File: src/rtl/bmain_arbiter.sv
// ----------------------------------------------------------------------------
// bmain_arbiter
//
// Purpose:
//   Two-requester bus arbiter. It connects the fe1 fetch port (read-only) and
//   the mem1 load/store port to a single downstream bus. One transaction is in
//   flight at a time. Each transaction goes IDLE -> CMD -> XFER -> IDLE.
//   The owner, command and address are captured when arbitration is won. They
//   hold until the FSM returns to IDLE, so a pending request never
//   re-arbitrates mid-transaction.
//
// Configuration:
//   BMAIN_ARB_RR_EN  defined   : round-robin; when both request, the one that
//                                is not last_owner wins.
//                    undefined : fixed priority, mem1 over fe1 (default).
//
// Ports:
//   clk_core, reset_n       core clock; synchronous active-low reset
//   fe1_*                   fe1 command/read/error-ack inputs (always read)
//   mem1_*                  mem1 command/write/read/error-ack inputs
//   bmain_*_fe1/_mem1       per-requester ready/valid/error outputs
//   bmain_rdata/rlast       read data broadcast straight from the bus
//   bus_*                   downstream bus command/write/read/error channels
// ----------------------------------------------------------------------------
module bmain_arbiter (
    input  logic        clk_core,
    input  logic        reset_n,

    input  logic        fe1_cvalid,
    input  logic [26:0] fe1_addr,
    input  logic        fe1_rready,
    input  logic        fe1_eack,
    output logic        bmain_cready_fe1,
    output logic        bmain_rvalid_fe1,
    output logic        bmain_error_fe1,

    input  logic        mem1_cvalid,
    input  logic        mem1_cmd,
    input  logic [26:0] mem1_addr,
    input  logic        mem1_wvalid,
    input  logic        mem1_wlast,
    input  logic [31:0] mem1_wdata,
    input  logic [3:0]  mem1_wmask,
    input  logic        mem1_rready,
    input  logic        mem1_eack,
    output logic        bmain_cready_mem1,
    output logic        bmain_wready_mem1,
    output logic        bmain_rvalid_mem1,
    output logic        bmain_error_mem1,

    output logic [31:0] bmain_rdata,
    output logic        bmain_rlast,

    output logic        bus_cvalid,
    input  logic        bus_cready,
    output logic        bus_cmd,
    output logic [26:0] bus_addr,
    output logic        bus_wvalid,
    input  logic        bus_wready,
    output logic        bus_wlast,
    output logic [31:0] bus_wdata,
    output logic [3:0]  bus_wmask,
    input  logic        bus_rvalid,
    output logic        bus_rready,
    input  logic        bus_rlast,
    input  logic [31:0] bus_rdata,
    input  logic        bus_error,
    output logic        bus_eack
);

    // One-hot FSM encoding
    localparam logic [2:0] ST_IDLE = 3'b001;
    localparam logic [2:0] ST_CMD  = 3'b010;
    localparam logic [2:0] ST_XFER = 3'b100;

    localparam logic OWN_MEM1 = 1'b0;
    localparam logic OWN_FE1  = 1'b1;

    logic [2:0]  r_state;
    logic        r_owner;
    logic        r_last_owner;
    logic        r_cmd;          // 1 = read, 0 = write
    logic [26:0] r_addr;

    logic w_any_req;
    logic w_win;
    logic w_in_idle;
    logic w_in_cmd;
    logic w_in_xfer;
    logic w_busy;
    logic w_own_fe1;
    logic w_rd_xfer;
    logic w_wr_xfer;
    logic w_err_done;
    logic w_rd_done;
    logic w_wr_done;

    // ------------------------------------------------------------------------
    // Arbitration: evaluated only in IDLE
    // ------------------------------------------------------------------------
    assign w_any_req = fe1_cvalid | mem1_cvalid;

`ifdef BMAIN_ARB_RR_EN
    // On a tie, the requester that did not own the last granted command wins.
    assign w_win = (fe1_cvalid & mem1_cvalid)
                 ? ((r_last_owner == OWN_FE1) ? OWN_MEM1 : OWN_FE1)
                 : (fe1_cvalid ? OWN_FE1 : OWN_MEM1);
`else
    assign w_win = mem1_cvalid ? OWN_MEM1 : OWN_FE1;
`endif

    // ------------------------------------------------------------------------
    // State decode
    // ------------------------------------------------------------------------
    assign w_in_idle = (r_state == ST_IDLE);
    assign w_in_cmd  = (r_state == ST_CMD);
    assign w_in_xfer = (r_state == ST_XFER);
    assign w_busy    = w_in_cmd | w_in_xfer;
    assign w_own_fe1 = (r_owner == OWN_FE1);
    assign w_rd_xfer = w_in_xfer & r_cmd;
    // fe1 is always captured with r_cmd=1, so a write transfer always belongs to mem1.
    assign w_wr_xfer = w_in_xfer & ~r_cmd & ~w_own_fe1;

    // ------------------------------------------------------------------------
    // Bus-side outputs: all zero in IDLE except the error drain on bus_eack
    // ------------------------------------------------------------------------
    assign bus_cvalid = w_in_cmd;
    assign bus_cmd    = w_busy & r_cmd;
    assign bus_addr   = w_busy ? r_addr : 27'd0;

    assign bus_wvalid = w_wr_xfer & mem1_wvalid;
    assign bus_wlast  = w_wr_xfer & mem1_wlast;
    assign bus_wdata  = w_wr_xfer ? mem1_wdata : 32'd0;
    assign bus_wmask  = w_wr_xfer ? mem1_wmask : 4'd0;

    assign bus_rready = w_rd_xfer & (w_own_fe1 ? fe1_rready : mem1_rready);

    // In IDLE, a stray bus error is acknowledged immediately so it cannot
    // stall the bus waiting for an owner that does not exist.
    assign bus_eack = w_busy ? (w_own_fe1 ? fe1_eack : mem1_eack)
                             : (w_in_idle & bus_error);

    // ------------------------------------------------------------------------
    // Requester-side outputs: the non-owner always sees zeros
    // ------------------------------------------------------------------------
    assign bmain_cready_fe1  = w_in_cmd  &  w_own_fe1 & bus_cready;
    assign bmain_cready_mem1 = w_in_cmd  & ~w_own_fe1 & bus_cready;
    assign bmain_wready_mem1 = w_wr_xfer & bus_wready;
    assign bmain_rvalid_fe1  = w_rd_xfer &  w_own_fe1 & bus_rvalid;
    assign bmain_rvalid_mem1 = w_rd_xfer & ~w_own_fe1 & bus_rvalid;
    assign bmain_error_fe1   = w_busy    &  w_own_fe1 & bus_error;
    assign bmain_error_mem1  = w_busy    & ~w_own_fe1 & bus_error;

    assign bmain_rdata = bus_rdata;
    assign bmain_rlast = bus_rlast;

    // ------------------------------------------------------------------------
    // Transaction termination
    // ------------------------------------------------------------------------
    assign w_err_done = w_busy & bus_error & bus_eack;
    assign w_rd_done  = w_rd_xfer & bus_rvalid & bus_rready & bus_rlast;
    assign w_wr_done  = w_wr_xfer & bus_wvalid & bus_wready & bus_wlast;

    // ------------------------------------------------------------------------
    // FSM and transaction registers
    // ------------------------------------------------------------------------
    // NOTE: state registers use non-blocking assignments so every register in
    // this block samples the pre-edge values of the others.
    always_ff @(posedge clk_core) begin
        if (!reset_n) begin
            r_state      <= ST_IDLE;
            r_owner      <= OWN_MEM1;
            r_last_owner <= OWN_FE1;
            r_cmd        <= 1'b0;
            r_addr       <= 27'd0;
        end else begin
            case (r_state)
                ST_IDLE: begin
                    if (w_any_req) begin
                        // Capture command and address here so the bus sees
                        // stable values even if the requester changes them later.
                        r_owner <= w_win;
                        r_cmd   <= (w_win == OWN_FE1) ? 1'b1 : mem1_cmd;
                        r_addr  <= (w_win == OWN_FE1) ? fe1_addr : mem1_addr;
                        r_state <= ST_CMD;
                    end
                end
                ST_CMD: begin
                    // An acknowledged error aborts the transaction even if
                    // bus_cready arrives in the same cycle.
                    if (w_err_done) begin
                        r_state <= ST_IDLE;
                    end else if (bus_cready) begin
                        r_last_owner <= r_owner;
                        r_state      <= ST_XFER;
                    end
                end
                ST_XFER: begin
                    if (w_err_done || w_rd_done || w_wr_done) begin
                        r_state <= ST_IDLE;
                    end
                end
                default: r_state <= ST_IDLE;
            endcase
        end
    end

endmodule

File: config.mk
export PLATFORM = sky130hd
export DESIGN_NAME = bmain_arbiter
export DESIGN_NICKNAME = d
export VERILOG_FILES = /design/src/rtl/bmain_arbiter.sv
export SDC_FILE = /design/constraint.sdc
export NUM_CORES = 1
export LEC_CHECK = 0
export ABC_AREA = 1
export CAP_MARGIN = 40
export CORE_AREA = 5 5 91 93
export CTS_BUF_LIST = sky130_fd_sc_hd__clkbuf_4 sky130_fd_sc_hd__clkbuf_8
export CTS_CLUSTER_DIAMETER = 150
export DETAILED_ROUTE_END_ITERATION = 8
export DIE_AREA = 0 0 96 98
export DONT_BUFFER_PORTS = 1
export PLACE_DENSITY_LB_ADDON = 0.05
export SYNTH_ARGS = -nofsm -noshare
export SYNTH_HDL_FRONTEND = slang
export SYNTH_SLANG_ARGS = --single-unit
export TNS_END_PERCENT = 20
File: constraint.sdc
create_clock -name clk_core -period 1.6 [get_ports clk_core]
set_clock_uncertainty 0.05 [all_clocks]
set_input_delay 0.32 -clock clk_core [delete_from_list [all_inputs] [get_ports clk_core]]
set_output_delay 0.32 -clock clk_core [all_outputs]
set_load 0.005 [all_outputs]
==> qor.yml <==
worstPathArrival_ps: 1350
post_drt_wl_per_cell_um: 14.65
coreArea_um2: 7447
rows: 32
p_leak_nw: 1.358
met1Wirelength_mm: 2.855
power_density_nw_per_um2: 849.4
syn-num-nets: 564
highest_layer: "met4"
cts_root_buf: "clkbuf_8"
yosys.area_share.simple: 0.3396
dieWidth_um: 96
synthesis.area_um2: 2531
power_mw: 2.401
firstDrtPassIters: 4
ant_nets: 0
drive_above_1_share: 0.2746
critPathRequiredTime_ps: 1230
antenna_found_initial: 0
holdWs_ps: 97.90
grtUsageTotal: 0.1355
path_delay_family: "buffers and inverters"
maxSlewHeadroom: 0.7937
drt-total-wl_mm: 7.308
netlist_instances: 426
rsz0062_at_grt: "true"
synth_cell_type_count: 28
crit_path_frequent_cell: "nand2_4"
finalHoldViolCount: 0
met3_length_um: 766
finalMaxSlewViolations: 0
stdcell_area_um2: 2826
cts.htree.levels: 2
synth_mux_area_frac: 0
synth-xor-area-share: 0
final.fill_count: 821
numCtsBuffers: 5
path_cells: "buf_6 -> inv_4 -> nand2_4 -> nor2_4 -> nand2_4 -> clkbuf_16 -> nor2_2"
synthFlopType: "dfxtp_1"
status: "complete, but fails checks"
dp_slack_ps: 38.48
dieArea_um2: 9408
synth_compound_gate_area_share: 0.1285
yosysWarnings: 0
cts_tree: "built"
async_flop_share: 0
path_clk_slew_ps: 60
route.met2.wl_mm: 3.619
synth_edf_count: 0
die_h_um: 98
num_antenna_cells: 0
insertion_delay_ps: 270
ctsHoldBuffers: 0
hold_class: "input pin to flop"
nNetsFinal: 534
grt_pass1_wl_mm: 10.14
place_inst: 484
clk_path_buf_depth: 2
fin_crit_sh: 1.078
boundaryPins: 247
slowest_stage: "dfxtp_4"
synth_top_area_frac: 0.2531
synthTopCellsByArea: "dfxtp_1, nand2_1, inv_1, buf_4, nor2_1"
yosysMostFrequentCell: "nand2_1"
port_buffers: 0
synthAdderAreaFrac: 0
max_cap_violations: 0
setup_slack_ps: -124.0
drt-initial-drc-count: 46
yosys.area.top_type: "dfxtp_1"
final_cell_count_no_fill: 499
clkSinkCount: 32
worstSetupStartpointType: "flop"
avgViaCountPerCell: 4.621
synth_top_family_by_area: "simple AND/OR/NAND/NOR gates"
area_growth_pct: 11.67
drc_errors: 0
syn_avg_cell_area_um2: 5.942
ys_seq_elements: 32
yosysSeqAreaShare: 0.2531
place_congestion: 0.7160
cp_max_fo: 10
end_kind: "output port"
grt_pass1_vias: 2139
final.min_clock_period_ps: 1724
synth_common_cells: "nand2_1, inv_1, nor2_1"
grt_overflow_total: 0
num_vias: 2306
utilization: 0.3795
vdd_ir_drop_max_v: 0.0004281
slowest_delay_ps: 350
postPlaceCellArea_um2: 2370
max_slew.worst_pin.slew_ps: 309.5
violations: "setup timing"
grt_max_degree: 40
initial_core_util: 0.3399
criticalPathCategory: "flop to output port"
timing.fmax_mhz: 580.0
setup_violations: 56
finalSetupTns_ps: -4353
cp.buffers_inverters: 3
hpwl_mm: 5.277
what timing repair did:
item	4_1_cts	5_1_grt
setup endpoints to repair	73	73
gates resized for setup	25	62
cloned	0	4
buffers inserted	0	3
pin swaps	1	4
cell families (layout without fill, tap and decap cells):
group,after synthesis,count (layout)
AOI/OAI and AO/OA,62,62
and+or+nand+nor,193,193
DFF,32,32
buffers and inverters,139,110
placed cells by master (no fill, tap or decap), types with 4 or more instances in the layout:
cell / Yosys / layout
o21ai_0: 29 / 29
nand2_4: 1 / 4
nor2_1: 65 / 16
buf_6: 5 / 5
nor2_2: 2 / 37
dfxtp_1: 32 / 28
nor2_4: 10 / 24
nand2_1: 104 / 99
a21oi_1: 29 / 29
buf_4: 33 / 9
clkbuf_8: 0 / 6
inv_1: 82 / 80
where the power goes:
group	internal [mW]	switching [mW]	total, mW
logic	0.252	0.468	0.719
registers	0.943	0.0624	1.01
clock network	0.385	0.291	0.676
final cells by class:
type / instances / area [um^2] / area share
Sequential cell: 32 / 648.1 / 0.2293
Timing Repair Buffer: 17 / 193.9 / 0.06861
Inverter: 85 / 329.1 / 0.1164
Clock buffer: 8 / 97.59 / 0.03453
Multi-Input combinational cell: 255 / 1430 / 0.5060
Tap cell: 102 / 127.6 / 0.04515
worst register-to-register path, stage by stage, from the launching register on:
cell,delay [ps]
dfxtp_4,350
buf_4,140
nor2_4,80
nand2_2,70
nand2_4,90
buf_6,120
buf_4,110
nand3_4,80
nand2_1,70
inv_1,40
nand2_2,70
o21ai_1,60
nand2_1,50
inv_1,30
registers in the layout, indices dropped and copies added, names as in the netlist:
signal and flops:
r_state 3, r_addr 27, r_owner 1, r_cmd 1
worst paths after layout:
path / end / startpoint / slack [ps] / cells after the start
setup / recovery: bus_wdata[9] / r_state[1]$_SDFFE_PN0P_ / -120 / 7
hold / removal: r_state[2]$_SDFFE_PN0P_ / reset_n / 100 / 2
setup reg to reg: r_state[2]$_SDFFE_PN0P_ / r_state[1]$_SDFFE_PN0P_ / 100 / 13
hold reg to reg: r_addr[4]$_SDFFE_PN0P_ / r_addr[4]$_SDFFE_PN0P_ / 400 / 2
metal layers:
| layer | up-vias | track usage |
|---|---|---|
| met5 | - | 0 |
| met1 | 1010 | 0.1536 |
| met2 | 128 | 0.2331 |
| met3 | 8 | 0.04854 |
| met4 | 0 | 0.04267 |
| li1 | 1160 | - |
No activity file was read; power rests on OpenSTA's default activity.
